<file path="config.mk">
export PLATFORM = sky130hd
export DESIGN_NAME = predecode_recover_sdr_2r1w_64
export DESIGN_NICKNAME = d
export VERILOG_FILES = /design/src/rtl/predecode_recover_sdr_2r1w_64.sv
export SDC_FILE = /design/constraint.sdc
export NUM_CORES = 1
export LEC_CHECK = 0
export CORE_ASPECT_RATIO = 1.5
export CORE_MARGIN = 10
export CORE_UTILIZATION = 25
export CTS_CLUSTER_SIZE = 12
export DETAILED_ROUTE_END_ITERATION = 8
export PLACE_DENSITY = 0.49
export SETUP_SLACK_MARGIN = 0.4
export SLEW_MARGIN = 20
export SYNTH_ARGS = -nofsm -noshare
export SYNTH_HDL_FRONTEND = slang
export SYNTH_SLANG_ARGS = --single-unit
</file>
<file path="constraint.sdc">
create_clock -name clk -period 3.4 [get_ports clk]
set_clock_uncertainty 0.2 [all_clocks]
set_input_delay 0.34 -clock clk [delete_from_list [all_inputs] [get_ports clk]]
set_output_delay 0.34 -clock clk [all_outputs]
set_load 0.01 [all_outputs]
</file>
<file path="src/rtl/predecode_recover_sdr_2r1w_64.sv">
`default_nettype none
// ============================================================================
// Module   : predecode_recover_sdr_2r1w_64
// Function : Receive-side monitor for the SDR 2r1w 64-word predecoder. It
//            samples the one-hot line groups of two read ports and one write
//            port. It recovers an enable and a 6-bit address per port, flags
//            non-one-hot patterns and optionally detects write/read address
//            collisions. Two-stage pipeline.
// Options  : PREDECODE_RECOVER_COLLISION_EN enables the collision compare,
//            coll_r0/coll_r1 and coll_cnt. When it is not defined, those
//            outputs are tied to 0.
// Revision : 1.0 - initial release
// ============================================================================
module predecode_recover_sdr_2r1w_64 (
    input  logic        clk,
    input  logic        reset,
    input  logic [0:11] rd0_pd,
    input  logic [0:11] rd1_pd,
    input  logic [0:11] wr0_pd,
    input  logic        err_clr,
    output logic        rd0_enb,
    output logic        rd1_enb,
    output logic        wr0_enb,
    output logic [0:5]  rd0_adr,
    output logic [0:5]  rd1_adr,
    output logic [0:5]  wr0_adr,
    output logic        rd0_err,
    output logic        rd1_err,
    output logic        wr0_err,
    output logic        err_sticky,
    output logic [7:0]  err_cnt,
    output logic        coll_r0,
    output logic        coll_r1,
    output logic [7:0]  coll_cnt
);

    localparam logic [7:0] c_CNT_MAX = 8'hFF;

    // Legal pattern: every group carries exactly one active line.
    function automatic logic pd_valid(input logic [0:11] pd);
        return $onehot(pd[0:1]) && $onehot(pd[2:5]) &&
               $onehot(pd[6:7]) && $onehot(pd[8:11]);
    endfunction

    // Any non-idle pattern that is not legal is an error.
    function automatic logic pd_error(input logic [0:11] pd);
        return (pd != 12'b0) && !pd_valid(pd);
    endfunction

    // Re-encode one-hot groups into address bits; only meaningful when legal.
    function automatic logic [0:5] pd_encode(input logic [0:11] pd);
        logic [0:5] adr;
        adr[0] = pd[1];
        adr[1] = pd[4]  | pd[5];
        adr[2] = pd[3]  | pd[5];
        adr[3] = pd[7];
        adr[4] = pd[10] | pd[11];
        adr[5] = pd[9]  | pd[11];
        return adr;
    endfunction

    logic [0:11] r_rd0_pd;
    logic [0:11] r_rd1_pd;
    logic [0:11] r_wr0_pd;

    logic        w_rd0_vld, w_rd1_vld, w_wr0_vld;
    logic        w_rd0_err, w_rd1_err, w_wr0_err;
    logic [0:5]  w_rd0_adr, w_rd1_adr, w_wr0_adr;
    logic        w_any_err;
    logic [7:0]  w_err_cnt_nxt;

    logic        r_rd0_enb, r_rd1_enb, r_wr0_enb;
    logic [0:5]  r_rd0_adr, r_rd1_adr, r_wr0_adr;
    logic        r_rd0_err, r_rd1_err, r_wr0_err;
    logic        r_err_sticky;
    logic [7:0]  r_err_cnt;

    // Stage 1: unconditional capture of all predecode lines.
    always_ff @(posedge clk or posedge reset) begin
        if (reset) begin
            r_rd0_pd <= '0;
            r_rd1_pd <= '0;
            r_wr0_pd <= '0;
        end else begin
            r_rd0_pd <= rd0_pd;
            r_rd1_pd <= rd1_pd;
            r_wr0_pd <= wr0_pd;
        end
    end

    assign w_rd0_vld = pd_valid(r_rd0_pd);
    assign w_rd1_vld = pd_valid(r_rd1_pd);
    assign w_wr0_vld = pd_valid(r_wr0_pd);
    assign w_rd0_err = pd_error(r_rd0_pd);
    assign w_rd1_err = pd_error(r_rd1_pd);
    assign w_wr0_err = pd_error(r_wr0_pd);
    assign w_rd0_adr = w_rd0_vld ? pd_encode(r_rd0_pd) : 6'b0;
    assign w_rd1_adr = w_rd1_vld ? pd_encode(r_rd1_pd) : 6'b0;
    assign w_wr0_adr = w_wr0_vld ? pd_encode(r_wr0_pd) : 6'b0;
    assign w_any_err = w_rd0_err | w_rd1_err | w_wr0_err;

    // Error counter next value: clear first, then count this cycle's event.
    always_comb begin
        w_err_cnt_nxt = r_err_cnt;
        if (err_clr) begin
            w_err_cnt_nxt = w_any_err ? 8'd1 : 8'd0;
        end else if (w_any_err && (r_err_cnt != c_CNT_MAX)) begin
            w_err_cnt_nxt = r_err_cnt + 8'd1;
        end
    end

    // Stage 2: registered port results, sticky flag and error counter.
    always_ff @(posedge clk or posedge reset) begin
        if (reset) begin
            r_rd0_enb    <= 1'b0;
            r_rd1_enb    <= 1'b0;
            r_wr0_enb    <= 1'b0;
            r_rd0_adr    <= '0;
            r_rd1_adr    <= '0;
            r_wr0_adr    <= '0;
            r_rd0_err    <= 1'b0;
            r_rd1_err    <= 1'b0;
            r_wr0_err    <= 1'b0;
            r_err_sticky <= 1'b0;
            r_err_cnt    <= '0;
        end else begin
            r_rd0_enb    <= w_rd0_vld;
            r_rd1_enb    <= w_rd1_vld;
            r_wr0_enb    <= w_wr0_vld;
            r_rd0_adr    <= w_rd0_adr;
            r_rd1_adr    <= w_rd1_adr;
            r_wr0_adr    <= w_wr0_adr;
            r_rd0_err    <= w_rd0_err;
            r_rd1_err    <= w_rd1_err;
            r_wr0_err    <= w_wr0_err;
            r_err_sticky <= err_clr ? w_any_err : (r_err_sticky | w_any_err);
            r_err_cnt    <= w_err_cnt_nxt;
        end
    end

    assign rd0_enb    = r_rd0_enb;
    assign rd1_enb    = r_rd1_enb;
    assign wr0_enb    = r_wr0_enb;
    assign rd0_adr    = r_rd0_adr;
    assign rd1_adr    = r_rd1_adr;
    assign wr0_adr    = r_wr0_adr;
    assign rd0_err    = r_rd0_err;
    assign rd1_err    = r_rd1_err;
    assign wr0_err    = r_wr0_err;
    assign err_sticky = r_err_sticky;
    assign err_cnt    = r_err_cnt;

`ifdef PREDECODE_RECOVER_COLLISION_EN
    logic       w_coll_r0, w_coll_r1, w_any_coll;
    logic [7:0] w_coll_cnt_nxt;
    logic       r_coll_r0, r_coll_r1;
    logic [7:0] r_coll_cnt;

    // Encoded addresses are forced to 0 when not valid, so validity gates too.
    assign w_coll_r0  = w_wr0_vld & w_rd0_vld & (w_wr0_adr == w_rd0_adr);
    assign w_coll_r1  = w_wr0_vld & w_rd1_vld & (w_wr0_adr == w_rd1_adr);
    assign w_any_coll = w_coll_r0 | w_coll_r1;

    // Collision counter next value: clear first, then count this cycle's event.
    always_comb begin
        w_coll_cnt_nxt = r_coll_cnt;
        if (err_clr) begin
            w_coll_cnt_nxt = w_any_coll ? 8'd1 : 8'd0;
        end else if (w_any_coll && (r_coll_cnt != c_CNT_MAX)) begin
            w_coll_cnt_nxt = r_coll_cnt + 8'd1;
        end
    end

    // Stage 2 collision flags and counter.
    always_ff @(posedge clk or posedge reset) begin
        if (reset) begin
            r_coll_r0  <= 1'b0;
            r_coll_r1  <= 1'b0;
            r_coll_cnt <= '0;
        end else begin
            r_coll_r0  <= w_coll_r0;
            r_coll_r1  <= w_coll_r1;
            r_coll_cnt <= w_coll_cnt_nxt;
        end
    end

    assign coll_r0  = r_coll_r0;
    assign coll_r1  = r_coll_r1;
    assign coll_cnt = r_coll_cnt;
`else
    assign coll_r0  = 1'b0;
    assign coll_r1  = 1'b0;
    assign coll_cnt = 8'd0;
`endif

endmodule
`default_nettype wire

</file>
==> metrics.cfg, run 1 <==
[logic_synthesis]
ys_seq_area_share_pct = 57.8
synthAdderAreaFrac_pct = 14.5
syn_area_um2 = 2990
synthTopCellsByArea = dfrtp_1, ha_1, inv_1
synth.avg_cell_area_um2 = 12.2
synth_top_area_share_pct = 57.8
synth_top_family_by_area = adder cells
synth_edf_count = 0
synth_mux_area_share_pct = 0.753
async_flop_share_pct = 100
ys_ff_latch = 69
synthCells = 245
synth_warnings = 0
synth_xor_area_share_pct = 0
synth_largest_area_cell = dfrtp_1
synth_flop_cell = dfrtp_1
synth_compound_area_share_pct = 4.27
synth-simple-area-share_pct = 13.5
synth_cell_types = 40

[clocking]
cts_max_path_buffers = 2
cts_sinks = 69
htree_num_levels = 3
cts-root-buf = clkbuf_16
numCtsBuffers = 9
hold_buffers = 0
clock_latency_ns = 0.33
cts_tree = built
path_clk_slew_ns = 0.06

[power]
peakVddDrop_v = 0.000226
p_leak_nw = 2.04
seqPwrFrac_pct = 43.4
p_sw_share_pct = 22.0
combPwrFrac_pct = 11.3
p_per_area_nw_per_um2 = 470
switchingPower_uw = 442
clkPwrFrac_pct = 45.3
power.internal_mw = 1.57

[placement]
port_buffers = 71
gp_congestion = 0.737
dp_worst_setup_slack_ns = 0.227
dp_hpwl_mm = 5.40

[finish]
drive_gt1_share_pct = 14.3
seq_area_um2 = 1730
fillCellCount = 1124
antenna_cells = 0
final_nets = 403
multi_input_area_um2 = 1090
area_growth_pct = 43.0
fin_util_pct = 36.9

[status]
outcome = completed

[die]
std_cell_rows = 48
dieArea_um2 = 16800
core_um2 = 11600
start_util_pct = 25.8
ios = 82
chipWidth_um = 109
die_h_um = 154

[global_routing]
grtUsageTotal_pct = 8.75
grt_overflow_total = 0
grt_max_degree = 38
grt_pass1_wl_mm = 11.1
first_global_vias = 2163
antenna_found_initial = 0

[flow_run]
maxCapViolCount = 0

[detailed_routing]
via_per_inst = 3.98
antenna_left = 0
dr.pass1.iters = 4
route.detailed.drc = 0
avgRoutedWirePerCell_um = 13.9
finalWirelength_mm = 6.73
drt_iter0_drc = 39
via_count = 1930

[timing]
worst_pin_slew_ns = 0.682
slew_headroom_pct = 54.5
rsz0062_at_grt = true
final-setup-viol-count = 0
final_hold_viol_count = 0
fin_crit_sh_pct = 88.8
post-route-min-period_ns = 3.02
maxSlewViolCount = 0
max_freq_mhz = 331
setup_tns_ns = 0
finalWorstSetupSlack_ns = 0.381

[critical_path]
cp-start-kind = flop
setup.worst_path.class = flop to flop
cp_max_fo = 4
crit_path_end_kind = flop
cp.required_ns = 3.41
cp.arrival_ns = 3.03

[min_path]
hp-class = input port to async pin

==> layer usage <==
layer  vias up  track usage, %  wire, um  share of wire, %
li1        936               -         -                 -
met2        56            15.0      3560                53
met4         0            3.92       143               2.1
met3        12            4.06       587               8.7
met5         -               0         0                 0
met1       926            8.74      2440                36
==> synth_stat cells (2+ instances only) <==
master,number
a21oi_2,3
a222oi_1,2
and2_1,2
and4_1,2
buf_4,11
dfrtp_1,69
fa_1,6
ha_1,25
inv_1,47
mux2_1,2
nand2_1,4
nand3_1,2
nand4_1,2
nand4_2,2
nor2_1,28
nor2b_1,7
nor4b_1,4
nor4bb_1,2
o21ai_1,3
o41ai_1,2
==> final timing paths <==
check	start	endpoint	slack, ns	cells after the start
max	r_rd1_pd[2]	err_cnt[3]	0.38	11
min	reset	rd1_enb	0.23	2
max reg2reg	r_rd1_pd[2]	err_cnt[3]	0.38	11
min reg2reg	r_rd0_pd[1]	rd0_adr[0]	0.30	2
max in group asynchronous	reset	err_cnt[1]	2.12	3
min in group clk	rd1_pd[10]	r_rd1_pd[10]	0.24	1
==> flip-flops by register name, indices dropped and copies added, names as in the netlist, 6 cells and up <==
register,count
r_rd1_pd,12
r_wr0_pd,12
rd0_adr,6
err_cnt,8
rd1_adr,6
r_rd0_pd,12
wr0_adr,6
==> cells in the final DEF (no fill, tap or decap), drive strengths merged <==
cell / n
clkinv: 1
o21bai: 1
ha: 25
bufinv: 1
inv: 48
or3b: 1
nor4b: 5
nor3b: 1
and4bb: 1
clkbuf: 11
mux2: 2
nand3: 2
nand2b: 1
and3: 1
dfrtp: 69
nor2b: 7
a21oi: 4
nor4: 1
o311ai: 1
o41ai: 2
o21ba: 1
nor2: 28
o31a: 1
nand4: 5
a222oi: 2
and4: 2
or3: 1
fa: 6
nor4bb: 2
and2: 2
clkdlybuf4s50: 71
o21ai: 4
conb: 10
nand2: 4
or4: 1
buf: 10
==> what timing repair did <==
item,4_1_cts,5_1_grt
endpoints found under the hold margin,0,0
resized for setup,2,1
endpoints found under the setup margin,3,8
setup buffers,4,1
pin swaps,6,0
==> power groups by stage <==
stage | Clock (mW) | Combinational (mW) | Sequential [mW]
floorplan | 0 | 0.130 | 0.885
global placement | 0 | 0.221 | 0.885
detailed placement | 0 | 0.229 | 0.885
CTS | 0.947 | 0.233 | 0.870
global route | 0.978 | 0.259 | 0.874
finish | 0.910 | 0.227 | 0.870
==> worst max-delay path, cell delays in order, from the launching register on <==
cell and delay, ns:
dfrtp_1 0.34, inv_1 0.06, fa_1 0.52, inv_1 0.04, ha_1 0.18, ha_1 0.27
and4bb_1 0.30, nand4_4 0.10, a222oi_1 0.33, buf_4 0.20, nor3b_1 0.05, mux2_1 0.32
==> area by class of cell <==
type / count / area share (%)
clock buffer: 11 / 5.91
clock inverter: 2 / 0.820
inverter: 48 / 4.22
multi-input combinational: 124 / 25.6
sequential: 69 / 40.4
tap: 150 / 4.39
timing repair buffer: 81 / 18.7
==> stage by stage <==
step | hold slack (ns) | power, mW | std cells | cell area [um2]
finish | 0.232 | 2.01 | 485 | 4270
global route | 0.231 | 2.11 | 485 | 4270
CTS | 0.230 | 2.05 | 484 | 4260
detailed placement | 0.280 | 1.11 | 467 | 3940
global placement | 0.286 | 1.11 | 467 | 3940
floorplan | 0.171 | 1.01 | 254 | 3080
==> cells by family (layout without fill, tap and decap cells) <==
family | count (synthesis) | count (layout)
AO/OA/AOI/OAI | 16 | 16
adder cells (fa/ha/maj) | 31 | 31
buffers and inverters | 61 | 142
flip-flops | 69 | 69
multiplexers | 2 | 2
other | 1 | 10
AND/OR/NAND/NOR | 65 | 65
Note: power is estimated with default switching activity, not from simulation.
==> inputs of run 2 (changes only) <==
--- a/config.mk
+++ b/config.mk
@@ -11,6 +11,7 @@
 export CTS_CLUSTER_SIZE = 12
 export DETAILED_ROUTE_END_ITERATION = 8
 export PLACE_DENSITY = 0.49
+export RECOVER_POWER = 100
 export SETUP_SLACK_MARGIN = 0.4
 export SLEW_MARGIN = 20
 export SYNTH_ARGS = -nofsm -noshare
==> run 2 against run 1 <==
  * Wire length unchanged
  * Clock power barely moved
  * Worst hold slack improved by 0.065 ns
  * Power down 1.3%
  * Sequential power hardly changed
==> metrics.cfg, run 2 (synthesis gave the netlist of run 1 again) <==
[finish]
final_nets = 403  ; unchanged
antenna_cells = 0  ; unchanged
final_common_cell = dlygate4sd3_1
reg_top3 = r_rd0_pd (12), r_rd1_pd (12), r_wr0_pd (12)
drive_gt1_share_pct = 10.4  ; -3.9 points
area_growth_pct = 40.9
mostFrequentLayoutCells = dlygate4sd3_1, dfrtp_1, inv_1

[detailed_routing]
dr.pass1.iters = 4  ; unchanged
route.detailed.drc = 0  ; unchanged
via_per_inst = 4.01  ; +0.78%
drt_iter0_drc = 41  ; +5.1%
antenna_left = 0  ; unchanged
avgRoutedWirePerCell_um = 13.9  ; unchanged
via_count = 1945  ; +0.78%
finalWirelength_mm = 6.73  ; unchanged

[critical_path]
cp.arrival_ns = 3.09  ; +0.06 ns
reg2reg_slack_ns = 0.31  ; -0.07 ns
cp_max_fo = 4  ; unchanged
crit_path_end_kind = flop
cp.required_ns = 3.41  ; about the same
cp-start-kind = flop
setup.worst_path.class = flop to flop

[clocking]
clock_latency_ns = 0.33  ; about the same
cts_sinks = 69  ; unchanged
path_clk_slew_ns = 0.05  ; about the same
hold_buffers = 0  ; unchanged
cts-root-buf = clkbuf_16
cts_max_path_buffers = 2  ; unchanged
cts_tree = built
htree_num_levels = 3  ; unchanged
numCtsBuffers = 9  ; unchanged

[timing]
finalWorstSetupSlack_ns = 0.314  ; -0.0670 ns
setup_tns_ns = 0  ; unchanged
max_freq_mhz = 324  ; -2.2%
whs_ns = 0.297  ; +0.0649 ns
maxSlewViolCount = 0  ; unchanged
final_hold_viol_count = 0  ; unchanged
post-route-min-period_ns = 3.09  ; +0.0670 ns
final-setup-viol-count = 0  ; unchanged
rsz0062_at_grt = true
fin_crit_sh_pct = 90.8  ; +2.0 points
worst_pin_slew_ns = 1.18  ; +0.500 ns
slew_headroom_pct = 21.1  ; -33 points

[flow_run]
maxCapViolCount = 0  ; unchanged

[die]
core_um2 = 11600  ; unchanged
start_util_pct = 25.8  ; unchanged
std_cell_rows = 48  ; unchanged
dieArea_um2 = 16800  ; unchanged
ios = 82  ; unchanged
die_h_um = 154  ; unchanged
chipWidth_um = 109  ; unchanged

[global_routing]
grt_pass1_wl_mm = 11.1  ; unchanged
grt_overflow_total = 0  ; unchanged
grt_max_degree = 38  ; unchanged
antenna_found_initial = 1  ; +1
first_global_vias = 2163  ; unchanged
grtUsageTotal_pct = 8.75  ; unchanged

[placement]
port_buffers = 71  ; unchanged
dp_hpwl_mm = 5.40  ; unchanged
gp_congestion = 0.737  ; unchanged
dp_worst_setup_slack_ns = 0.227  ; unchanged

[power]
peakVddDrop_v = 0.000226  ; about the same
p_leak_nw = 2.12  ; +3.6%
p_per_area_nw_per_um2 = 471  ; +0.18%

[status]
outcome = completed

[min_path]
hp-class = flop to flop

## run 2: cell count changes in the layout (fill, tap and decap cells not counted), moves of 3 or more
cell             previous run  this run
buf_4                       9         6
dlygate4sd3_1               0        70
inv_2                       6         2
clkdlybuf4s50_1            71         1
inv_1                      42        45
clkbuf_1                    0         3
## run 2: what timing repair did
action / 4_1_cts / 5_1_grt
setup buffers: 4 / 1
pin swaps: 6 / 0
setup endpoints to repair: 3 / 8
resized for setup: 2 / 1
## run 2: per-stage QoR
stage	utilization, %	power (mW)	std cells	cell area (um2)
floorplan	-	1.01	254	3080
global placement	34.0	1.11	467	3940
detailed placement	34.0	1.11	467	3940
CTS	36.8	2.05	484	4260
global route	36.3	2.09	485	4210
finish	36.3	1.98	485	4210
## run 2: final cells by class
type | instances | area, um2
fillers | 1132 | 7380
repair buffers | 81 | 772
inverters | 48 | 180
flip-flops and latches | 69 | 1730
well taps | 150 | 188
clock inverters | 2 | 35.0
multi-input cells | 124 | 1060
clock buffers | 11 | 253
## run 2: final timing paths
check / start / to / depth (start not counted)
min: r_rd0_pd[1] / rd0_adr[0] / 2
max: r_wr0_pd[11] / err_cnt[3] / 11
max in group asynchronous: reset / r_rd0_pd[0] / 3
min in group asynchronous: reset / rd1_enb / 2
max reg2reg: r_wr0_pd[11] / err_cnt[3] / 11
min reg2reg: r_rd0_pd[1] / rd0_adr[0] / 2
## run 2: power breakdown
group | internal, mW | switching, mW | total [mW] | leakage (nW)
clock | 0.593 | 0.317 | 0.910 | 0.143
sequential | 0.853 | 0.0162 | 0.870 | 0.854
combinational | 0.0996 | 0.102 | 0.202 | 1.12
total | 1.55 | 0.436 | 1.98 | 2.12
## run 2: worst max-delay path: stages (launching register included)
cell,delay (ns)
dfrtp_1,0.35
inv_1,0.07
fa_1,0.53
inv_1,0.04
ha_1,0.22
ha_4,0.24
nor4b_1,0.33
nand4_2,0.16
a222oi_1,0.25
buf_4,0.19
nor3b_1,0.05
mux2_1,0.32
## run 2: routing by layer
layer / global-route usage [%] / up-vias / share of wire (%)
met5: 0 / - / 0.16
met4: 3.92 / 2 / 1.6
met3: 4.06 / 10 / 8.3
met2: 15.0 / 58 / 54
met1: 8.74 / 938 / 36
li1: - / 937 / -
==> inputs of run 3 (changes only) <==
--- a/config.mk
+++ b/config.mk
@@ -5,7 +5,7 @@
 export SDC_FILE = /design/constraint.sdc
 export NUM_CORES = 1
 export LEC_CHECK = 0
-export CORE_ASPECT_RATIO = 1.5
+export CAP_MARGIN = 20
 export CORE_MARGIN = 10
 export CORE_UTILIZATION = 25
 export CTS_CLUSTER_SIZE = 12
==> run 3 against run 2 <==
  * Global-route usage shrank 0.53 points
  * Power decreased by 3.8%
  * Critical path depth is the same
  * Utilization up 0.28 points
  * Sequential share of layout area decreased by 0.22 points
==> metrics.cfg, run 3 (synthesis gave the netlist of run 1 again) <==
[timing]
whs_ns = 0.296  ; -0.000750 ns
setup_tns_ns = 0  ; unchanged
final-setup-viol-count = 0  ; unchanged
maxSlewViolCount = 0  ; unchanged
final_hold_viol_count = 0  ; unchanged
fin_crit_sh_pct = 89.8  ; -0.99 points
finalWorstSetupSlack_ns = 0.348  ; +0.0336 ns
rsz0062_at_grt = true
slew_headroom_pct = 16.3  ; -4.8 points
max_freq_mhz = 328  ; +1.1%
worst_pin_slew_ns = 1.25  ; +0.0721 ns
post-route-min-period_ns = 3.05  ; -0.0336 ns

[clocking]
cts_tree = built
hold_buffers = 0  ; unchanged
clock_latency_ns = 0.33  ; about the same
cts_max_path_buffers = 2  ; unchanged
htree_num_levels = 3  ; unchanged
path_clk_slew_ns = 0.05  ; about the same
cts_sinks = 69  ; unchanged
cts-root-buf = clkbuf_16
numCtsBuffers = 9  ; unchanged

[power]
peakVddDrop_v = 0.000218  ; -3.5%
p_leak_nw = 2.11  ; -0.42%
p_per_area_nw_per_um2 = 450  ; -4.3%

[die]
std_cell_rows = 39  ; -19%
ios = 82  ; unchanged
core_um2 = 11600  ; -0.23%
start_util_pct = 25.8  ; +0.059 points
die_h_um = 129  ; -16%
dieArea_um2 = 16700  ; -0.54%
chipWidth_um = 129  ; +18%

[min_path]
min_to = rd1_adr[2]
worstHoldPathCells = 2  ; unchanged
hp-start = r_rd1_pd[5]
hp-class = flop to flop

[critical_path]
cp.arrival_ns = 3.06  ; -0.03 ns
cp_top_family = adder cells
slowest_stage = fa_1
cp.depth = 11  ; unchanged
setup.worst_path.class = flop to flop
timing.rr.end = err_cnt[4]
cp-start-kind = flop
cp.buffers_inverters = 3  ; unchanged
cp_max_fo = 3  ; -1
r2r-start = r_rd0_pd[11]
crit_path_end_kind = flop
reg2reg_depth = 11  ; unchanged
reg2reg_slack_ns = 0.35  ; +0.03 ns
cp.required_ns = 3.41  ; about the same
crit_top_cell = ha_1
path_cells = inv_2 > fa_1 > inv_1 > ha_1 > ha_1 > nor4b_4 > nand4_4 > a222oi_1 > clkbuf_4 > nor4b_1 > mux2_1
cp_slowest_stage_delay_ns = 0.53  ; about the same

[finish]
area_growth_pct = 41.6
antenna_cells = 0  ; unchanged
fillCellCount = 1139  ; +0.62%
mostFrequentLayoutCells = dlygate4sd3_1, dfrtp_1, inv_1
drive_gt1_share_pct = 13.3  ; +2.8 points
final_nets = 404  ; +0.25%
final_common_cell = dlygate4sd3_1
reg_top3 = r_rd0_pd (12), r_rd1_pd (12), r_wr0_pd (12)
fin_util_pct = 36.6  ; +0.28 points

[detailed_routing]
via_count = 1943  ; -0.10%
routed.top_layer = met4
dr.pass1.iters = 7  ; +3
finalWirelength_mm = 6.60  ; -2.0%
drt_iter0_drc = 120  ; +190%
wl_met2_mm = 3.06  ; -16%
avgRoutedWirePerCell_um = 13.7  ; -1.4%
via_per_inst = 4.03  ; +0.52%
route.detailed.drc = 0  ; unchanged
met3_length_um = 565  ; +0.53%
antenna_left = 0  ; unchanged
wl_met1_mm = 2.86  ; +19%

[global_routing]
grt_max_degree = 37  ; -2.6%
first_global_vias = 2121  ; -1.9%
antenna_found_initial = 0  ; -1
grtUsageTotal_pct = 8.21  ; -0.53 points
grt_overflow_total = 0  ; unchanged
grt_pass1_wl_mm = 10.8  ; -2.7%

[placement]
dp_worst_setup_slack_ns = 0.301  ; +0.0733 ns
dp_hpwl_mm = 4.98  ; -7.8%
gp_congestion = 0.699  ; -5.2%
port_buffers = 71  ; unchanged

[flow_run]
maxCapViolCount = 0  ; unchanged

[status]
outcome = completed

==> run 3: cell count changes in the layout (fill, tap and decap cells not counted), moves of 2 or more <==
cell,delta
ha_4,+2
clkbuf_8,-2
inv_1,-3
clkinv_2,+3
ha_1,-2
inv_2,+3
clkbuf_1,+2
==> run 3: worst max path at each step <==
stage / startpoint / end / slack [ns]
floorplan: r_rd0_pd[5] / err_cnt[5] / 0.40
global placement: r_wr0_pd[11] / err_cnt[3] / 0.33
detailed placement: r_rd1_pd[2] / err_cnt[3] / 0.30
CTS: r_rd0_pd[11] / err_cnt[3] / 0.39
global route: r_rd0_pd[11] / err_cnt[7] / 0.13
finish: r_rd0_pd[11] / err_cnt[4] / 0.35
==> run 3: power breakdown <==
group / switching (mW) / internal [mW] / total, mW
clock: 0.335 / 0.488 / 0.823
combinational: 0.105 / 0.107 / 0.212
sequential: 0.0178 / 0.853 / 0.871
total: 0.458 / 1.45 / 1.91
==> run 3: routing by layer <==
layer  track usage, %  vias up
met2             12.7       59
met5                0        -
met3             3.47       12
met4             3.61        0
met1             9.80      923
li1                 -      949
==> run 3: cell type report <==
| cell class | count | area [um2] | share of cell area, % |
|---|---|---|---|
| clock buffers | 11 | 233 | 5.50 |
| clock inverters | 5 | 27.5 | 0.650 |
| inverters | 48 | 180 | 4.26 |
| multi-input cells | 124 | 1100 | 26.1 |
| flip-flops and latches | 69 | 1730 | 40.8 |
| well taps | 143 | 179 | 4.23 |
| repair buffers | 82 | 783 | 18.5 |
==> run 3: timing repair <==
action,CTS,global route
setup endpoints to repair,2,8
resized for setup,7,8
pin swaps,4,8
setup buffers,3,3
==> run 3: stage by stage <==
step / power, mW / instances / cell area (um2)
finish: 1.91 / 482 / 4230
global route: 2.01 / 482 / 4230
CTS: 1.96 / 479 / 4240
detailed placement: 1.11 / 460 / 3930
global placement: 1.11 / 460 / 3930
floorplan: 1.01 / 254 / 3080
==> run 3: worst register-to-register path, cell delays in order (launching register included) <==
cell and delay, ns:
dfrtp_1 0.36, inv_2 0.05, fa_1 0.53, inv_1 0.04, ha_1 0.17, ha_1 0.30
nor4b_4 0.26, nand4_4 0.12, a222oi_1 0.34, clkbuf_4 0.20, nor4b_1 0.05, mux2_1 0.32
